**src/rtl/mem_port_arbiter.sv**
```systemverilog
// mem_port_arbiter
// Shares one single-port unified memory between the instruction-fetch
// requester and the data requester. Data has fixed priority. A starvation
// counter forces a fetch grant after STARVE_MAX data grants are made while a
// fetch is waiting. if_flush discards the fetch in flight, or blocks a fetch
// that is about to be granted.
//
// Ports
//   clk, reset                   clock, synchronous active-high reset
//   if_req/if_addr/if_flush      fetch request side
//   if_ack/if_rdata              fetch completion pulse and instruction
//   d_req/d_we/d_addr/d_wdata    data request side
//   d_funct3                     data access size/sign
//   d_ack/d_rdata                data completion pulse and load data
//   mem_req/mem_we/mem_addr      memory request, held until mem_ack
//   mem_wdata/mem_funct3         memory write data and size/sign
//   mem_ack/mem_rdata            memory completion pulse and read data
//
// state   | meaning
// IDLE    | no transaction in flight; arbitrate and latch the winner
// IF_BUSY | fetch on the memory port, waiting for mem_ack
// D_BUSY  | data access on the memory port, waiting for mem_ack
module mem_port_arbiter #(
    parameter int ADDR_W     = 9,
    parameter int DATA_W     = 32,
    parameter int STARVE_MAX = 4
) (
    input  logic              clk,
    input  logic              reset,
    input  logic              if_req,
    input  logic [ADDR_W-1:0] if_addr,
    input  logic              if_flush,
    output logic              if_ack,
    output logic [DATA_W-1:0] if_rdata,
    input  logic              d_req,
    input  logic              d_we,
    input  logic [ADDR_W-1:0] d_addr,
    input  logic [DATA_W-1:0] d_wdata,
    input  logic [2:0]        d_funct3,
    output logic              d_ack,
    output logic [DATA_W-1:0] d_rdata,
    output logic              mem_req,
    output logic              mem_we,
    output logic [ADDR_W-1:0] mem_addr,
    output logic [DATA_W-1:0] mem_wdata,
    output logic [2:0]        mem_funct3,
    input  logic              mem_ack,
    input  logic [DATA_W-1:0] mem_rdata
);

    typedef enum logic [1:0] {
        IDLE    = 2'd0,
        IF_BUSY = 2'd1,
        D_BUSY  = 2'd2
    } state_t;

    localparam logic [3:0] STARVE_LIM = 4'(STARVE_MAX);

    state_t     state;
    logic [3:0] starve_cnt;
    logic       drop;

    logic if_elig;
    logic d_elig;
    logic grant_if;
    logic grant_d;

    // A requester whose ack is high this cycle is still holding its old
    // request, so it is masked to avoid a duplicate grant.
    always_comb begin
        if_elig  = if_req && !if_flush && !if_ack;
        d_elig   = d_req && !d_ack;
        grant_if = if_elig && (!d_elig || (starve_cnt == STARVE_LIM));
        grant_d  = d_elig && !grant_if;
    end

    always_ff @(posedge clk) begin
        if (reset) begin
            state      <= IDLE;
            starve_cnt <= '0;
            drop       <= 1'b0;
            if_ack     <= 1'b0;
            if_rdata   <= '0;
            d_ack      <= 1'b0;
            d_rdata    <= '0;
            mem_req    <= 1'b0;
            mem_we     <= 1'b0;
            mem_addr   <= '0;
            mem_wdata  <= '0;
            mem_funct3 <= '0;
        end else begin
            if_ack <= 1'b0;
            d_ack  <= 1'b0;
            case (state)
                IDLE: begin
                    drop <= 1'b0;
                    if (!if_req) begin
                        starve_cnt <= '0;
                    end
                    if (grant_if) begin
                        state      <= IF_BUSY;
                        starve_cnt <= '0;
                        mem_req    <= 1'b1;
                        mem_we     <= 1'b0;
                        mem_addr   <= if_addr;
                        mem_wdata  <= '0;
                        mem_funct3 <= 3'b010;
                    end else if (grant_d) begin
                        state      <= D_BUSY;
                        mem_req    <= 1'b1;
                        mem_we     <= d_we;
                        mem_addr   <= d_addr;
                        mem_wdata  <= d_wdata;
                        mem_funct3 <= d_funct3;
                        if (if_req && (starve_cnt != STARVE_LIM)) begin
                            starve_cnt <= starve_cnt + 4'd1;
                        end
                    end
                end
                IF_BUSY: begin
                    if (if_flush) begin
                        drop <= 1'b1;
                    end
                    if (mem_ack) begin
                        state   <= IDLE;
                        mem_req <= 1'b0;
                        drop    <= 1'b0;
                        // A flush in the completion cycle also discards.
                        if (!drop && !if_flush) begin
                            if_ack   <= 1'b1;
                            if_rdata <= mem_rdata;
                        end
                    end
                end
                D_BUSY: begin
                    if (mem_ack) begin
                        state   <= IDLE;
                        mem_req <= 1'b0;
                        mem_we  <= 1'b0;
                        d_ack   <= 1'b1;
                        // Stores leave the previous load data in place.
                        if (!mem_we) begin
                            d_rdata <= mem_rdata;
                        end
                    end
                end
                default: begin
                    state   <= IDLE;
                    mem_req <= 1'b0;
                    mem_we  <= 1'b0;
                end
            endcase
        end
    end

endmodule
```
**config.mk**
```make
export PLATFORM = sky130hd
export DESIGN_NAME = mem_port_arbiter
export DESIGN_NICKNAME = d
export VERILOG_FILES = /design/src/rtl/mem_port_arbiter.sv
export SDC_FILE = /design/constraint.sdc
export NUM_CORES = 1
export LEC_CHECK = 0
export ABC_AREA = 1
export BUFFER_PORTS_ARGS = -buffer_cell sky130_fd_sc_hd__buf_2
export CAP_MARGIN = 30
export CORE_MARGIN = 2
export CORE_UTILIZATION = 45
export CTS_BUF_LIST = sky130_fd_sc_hd__clkbuf_8
export CTS_CLUSTER_SIZE = 24
export DETAILED_ROUTE_END_ITERATION = 12
export GPL_ROUTABILITY_DRIVEN = 1
export MAX_ROUTING_LAYER = met4
export PLACE_DENSITY = 0.76
export RECOVER_POWER = 100
export SETUP_SLACK_MARGIN = 0.05
export SKIP_LAST_GASP = 1
export SLEW_MARGIN = 15
export SYNTH_ARGS = -nofsm -noshare
export SYNTH_HDL_FRONTEND = slang
export SYNTH_SLANG_ARGS = --single-unit
```
**constraint.sdc**
```tcl
create_clock -name clk -period 1.7 [get_ports clk]
set_clock_uncertainty 0.2 [all_clocks]
set_input_delay 0.085 -clock clk [delete_from_list [all_inputs] [get_ports clk]]
set_output_delay 0.085 -clock clk [all_outputs]
set_load 0.01 [all_outputs]
```
## Word level (Yosys, flattened, before mapping)

Cells that the tools add are included.

| word-level totals | value |
|---|---|
| input bits | 92 |
| output and inout port bits | 112 |
| logic and storage cells | 77 |
| register bits | 119 |

| cells by class | value |
|---|---|
| eq/ne operators | 8 |
| add/sub/neg operators | 1 |
| bitwise gates (word level) | 4 |
| multiplexer cells | 26 |
| reduce and logical (&&, ||, !) cells | 26 |

Operator list:

| operator | count |
|---|---|
| 2-to-1 mux 32 bit | 2 |
| 2-to-1 mux 9 bit | 2 |
| 2-to-1 mux 4 bit | 4 |
| 2-to-1 mux 1 bit | 9 |
| AND reduction 3 bit | 3 |
| logical AND 1 bit | 7 |
| logical NOT 1 bit | 6 |
| 2-to-1 mux 2 bit | 3 |
| 2-to-1 mux 3 bit | 2 |
| inequality test 3 bit, second input constant | 2 |
| AND reduction 2 bit | 3 |
| adder 4 x 1 -> 4 bit, second input constant | 1 |
| == test 4 x 3 -> 1 bit, second input constant | 1 |
| inequality test 4 x 3 -> 1 bit, second input constant | 1 |
| NOT 1 bit | 4 |
| one-hot mux 1 bit (2 select lines) | 2 |
| one-hot mux 2 bit (2 select lines) | 1 |
| nonzero test 2 bit | 2 |
| OR reduction 2 bit | 2 |
| one-hot mux 1 bit (3 select lines) | 1 |
| OR reduction 3 bit | 1 |
| == test 2 x 1 -> 1 bit, second input constant | 1 |
| == test 2 bit, second input constant | 1 |
| logical NOT 2 bit | 1 |
| 3 further kinds | 3 |

## Logic depth before layout (Yosys ltp)

| depth | value |
|---|---|
| depth in word-level cells | 10 |
| mapped depth | 11 |
| mapped depth without buffers | 10 |

## Worst setup path before layout

Ideal clock, no wire load.

| timing path | value |
|---|---|
| kind | flip-flop to flip-flop |
| start | register starve_cnt[0] |
| end | register mem_wdata[11] |
| library setup time | 0.116 ns |
| arrival | 1.241 ns |
| slack | 0.143 ns |
| cell stages (with the launch flop) | 10 |
| cell sequence | dfxtp_1 inv_1 ha_1 nand3_2 nand2_2 nand2_2 buf_6 buf_6 a21oi_2 nor2_1 |

| on the way | value |
|---|---|
| cells in the longest elaborated chain, start to end | 7 |
| elaborated cells between the ends (all ways) | 8 |

Ends and longest elaborated chain:

| item | RTL line | source |
|---|---|---|
| start, declared | 60 | `logic [3:0] starve_cnt;` |
| start signal, assigned | 116 | `starve_cnt <= starve_cnt + 4'd1;` |
| == test 4 x 3 -> 1 bit (*) | 73 | `grant_if = if_elig && (!d_elig \|\| (starve_cnt == STARVE_LIM));` |
| logical OR 1 bit (*) | 73 |  |
| logical AND 1 bit (*) | 73 |  |
| logical NOT 1 bit | 74 | `grant_d = d_elig && !grant_if;` |
| logical AND 1 bit | 74 |  |
| nonzero test 2 bit (no source line) | n/a |  |
| AND reduction 2 bit (no source line) | n/a |  |
| end signal, assigned | 113 | `mem_wdata <= d_wdata;` |
| end, declared | 45 | `output logic [DATA_W-1:0] mem_wdata,` |

Every way passes the cells marked *; elsewhere a longest branch is shown, timed or not.
A chain may end at the register's enable or synchronous reset.

## Worst setup path in the final report

| timing path | value |
|---|---|
| start | register starve_cnt[1] |
| end | register mem_addr[1] |

| on the way | value |
|---|---|
| cells in the longest elaborated chain, start to end | 7 |
| elaborated cells between the ends (all ways) | 8 |

Ends and longest elaborated chain:

| item | RTL line | source |
|---|---|---|
| == test 4 x 3 -> 1 bit (*) | 73 |  |
| logical OR 1 bit (*) | 73 |  |
| logical AND 1 bit (*) | 73 |  |
| logical NOT 1 bit | 74 |  |
| logical AND 1 bit | 74 |  |
| nonzero test 2 bit (no source line) | n/a |  |
| AND reduction 2 bit (no source line) | n/a |  |
| end signal, assigned | 105 | `mem_addr <= if_addr;` |
| end signal, assigned | 112 | `mem_addr <= d_addr;` |
| end, declared | 44 | `output logic [ADDR_W-1:0] mem_addr,` |

Marked as above.

==> impl_metrics.toml <==
[cells_and_area]
drive_above_1_share_pct = 37.9
mostFrequentLayoutCell = "buf_2"
area_delta_synth_final_pct = 65.8
filler_cell_count = 694
finalNetCount = 1021
final_util_pct = 75.8
mostFrequentLayoutCells = "buf_2 (203), nor2_1 (188), dfxtp_1 (114)"

[yosys]
ys_seq_elements = 119
postSynthAreaPerCell_um2 = 7.63
synth_area_leaders = "dfxtp_1 (51%), nor2_1 (16%), o21ai_0 (9.9%)"
synth_top_cell_by_area = "dfxtp_1"
syn_area_um2 = 4680
yosys_warnings = 0
synth_largest_type_area_fraction_pct = 50.9
synth_sequential_area_ratio_pct = 50.9
synthesis.nets = 710
synthesis.instances = 613
synth_cell_type_count = 27

[clocking]
clk_path_buf_depth = 2
clk_latency_ns = 0.44
clkTransAtPathRegs_ns = 0.08
cts_tree = "done"
cts_root_buf = "clkbuf_8"
number_of_h_tree_branching_levels = 4
tritoncts.num_buffers = 17
sinks_on_clock_net = 119

[placed_design]
io_buffers = 203
gp_congestion = 0.874
dp_hpwl_um = 9100

[timing]
rsz0062_at_grt = "true"
hold_violations = 0
tightest_slew_ns = 0.485
finalWorstPathRequiredPeriod_ns = 1.73
number_of_failing_setup_endpoints_in_the_final_timing_report = 3
fin_crit_sh_pct = 102
final-max-slew-violation-count = 0
setup_tns_ns = -0.0501
max_freq_ghz = 0.577
worst_slack_ns = -0.0327
max_slew_margin_pct = 67.6

[setup_path]
cp_top_delay_family = "simple AND/OR/NAND/NOR gates"
crit_path_end_kind = "flop"
critPathBufInv = 3
critical_path_class = "reg -> reg"
critical_path.max_stage_delay_ns = 0.35
cp_max_fo = 6
critical_path.most_common_cell = "nand2_1"
crit_path_cell_trace = "inv_2 -> ha_4 -> nand3_4 -> nand2_4 -> nand2_8 -> clkinvlp_4 -> nand2_1 -> nand3_1 -> nand2_1 -> inv_1"
crit_slowest_cell = "dfxtp_2"
worstSetupStartpointType = "flop"
worst-endpoint-arrival_ns = 1.87
worst_ep_required_time_ns = 1.84

[min_path]
holdCritPathClass = "in -> reg"

[die]
die-area_um2 = 11200
fp-row-count = 37
core_box_area_um2 = 10200
num_io_pins = 204
starting_density_of_the_core_pct = 45.7
floorplan.die.height_um = 106
chipWidth_um = 106

[outcome]
outcome = "finished with violations"
failed_checks = "negative setup slack"

[global_routing]
grt.overflow.total = 0
pin_count_of_the_biggest_net_entering_global_routing = 54
antenna_found_initial = 1
grt_pass1_vias = 5439
groute.usage.overall_pct = 28.9
grt_first_pass_wirelength_um = 24900

[route]
detail_route.drc_violations = 0
vias = 5705
detailedRoute.firstPassIterationCount = 6
first_iter_violations = 395
drt.antenna.violating_nets = 0
vias_per_cell = 5.31
post_drt_wl_per_cell_um = 17.2
routed_wl_um = 18500

[power]
p_per_area_nw_per_um2 = 1020
power.leakage_nw = 3.74
maximum_ir_drop_on_the_vdd_rail_mv = 0.514
power.total_w = 0.00788

[flow_run]
cap_violations = 0
==> state kept, by name, indices dropped and copies added (netlist names), 2 cells and up <==
register,count
starve_cnt,4
mem_wdata,32
if_rdata,32
state,2
d_rdata,32
mem_addr,9
mem_funct3,3
==> metrics by stage <==
step	cells	cell area (um^2)	setup slack [ns]	hold slack, ns
global placement	932	5870	0.0969	0.119
finish	1074	7760	-0.0327	0.232
detailed placement	932	5870	0.00276	0.130
floorplan	613	4680	0.143	0.0199
CTS	1057	7290	0.0199	0.210
global route	1074	7760	-0.0806	0.222
==> Yosys cell counts <==
cell      count
nor2_1      195
dfxtp_1     119
o21ai_0      93
nand2_1      55
inv_1        26
a21oi_1      23
a21oi_2      20
clkbuf_1     17
nand3_1      14
buf_2        11
o21ai_1       7
buf_4         5
buf_6         5
ha_1          5
nand2_2       3
nand3_2       3
inv_2         2
a21o_1        1
buf_1         1
clkinv_1      1
inv_4         1
nand2_4       1
nand3b_1      1
nor2_4        1
nor3_1        1
nor4_1        1
or2_2         1
==> logic make-up after synthesis <==
kind of cell	synth area share (%)
AO/OA/AOI/OAI	17.1
adder cells (fa/ha/maj)	1.34
AND/OR/NAND/NOR	23.6
flip-flops	50.9
buffers and inverters	7.09
==> final cells by class <==
cell class                      count  area, um^2  area share [%]
Antenna cell                        1        2.50          0.0322
Clock buffer                       17         234            3.02
Clock inverter                     15         240            3.10
Inverter                           30         124            1.60
Multi-Input combinational cell    425        2190            28.2
Sequential cell                   119        2390            30.8
Tap cell                          136         170            2.19
Timing Repair Buffer              330        2400            31.0
Timing Repair inverter              1        7.51          0.0967
==> repair_timing <==
item / in CTS / in global routing
gates cloned: 0 / 6
setup endpoints to repair: 15 / 117
hold buffers: 91 / 0
pin swaps: 0 / 15
endpoints found under the hold margin: 119 / 0
buffers inserted: 2 / 10
gates resized for setup: 1 / 92
==> path summary, 6_finish.rpt <==
kind	to	from	cells after the start	slack, ns
max	mem_addr[1]$_SDFFE_PP0P_	starve_cnt[1]$_SDFFE_PP0N_	10	-0.03
min	mem_wdata[25]$_SDFFE_PP0P_	d_wdata[25]	4	0.23
max reg2reg	mem_addr[1]$_SDFFE_PP0P_	starve_cnt[1]$_SDFFE_PP0N_	10	-0.03
min reg2reg	if_rdata[24]$_SDFFE_PP0P_	if_rdata[24]$_SDFFE_PP0P_	2	0.28
==> worst min-delay path, delay by kind of cell <==
| kind | cells | cell delay (ns) |
|---|---|---|
| AOI/OAI and AO/OA | 1 | 0.05 |
| buffers and inverters | 2 | 0.63 |
| and+or+nand+nor | 1 | 0.08 |
==> layer usage <==
layer,GRT usage (%),part of all wire (%),up-vias,wire length [um]
met1,29.4,36,2604,6610
met4,17.1,6.5,0,1200
met3,6.93,7.5,136,1390
met2,50.6,50,372,9320
li1,-,-,2593,-
met5,-,0,-,0
==> power breakdown <==
group	internal, W	leakage [nW]	switching (W)	total (W)
clock network	0.00179	0.238	0.00134	0.00313
logic	0.000725	2.53	0.000902	0.00163
registers	0.00300	0.976	0.000122	0.00313
No activity file was read; power rests on OpenSTA's default activity.
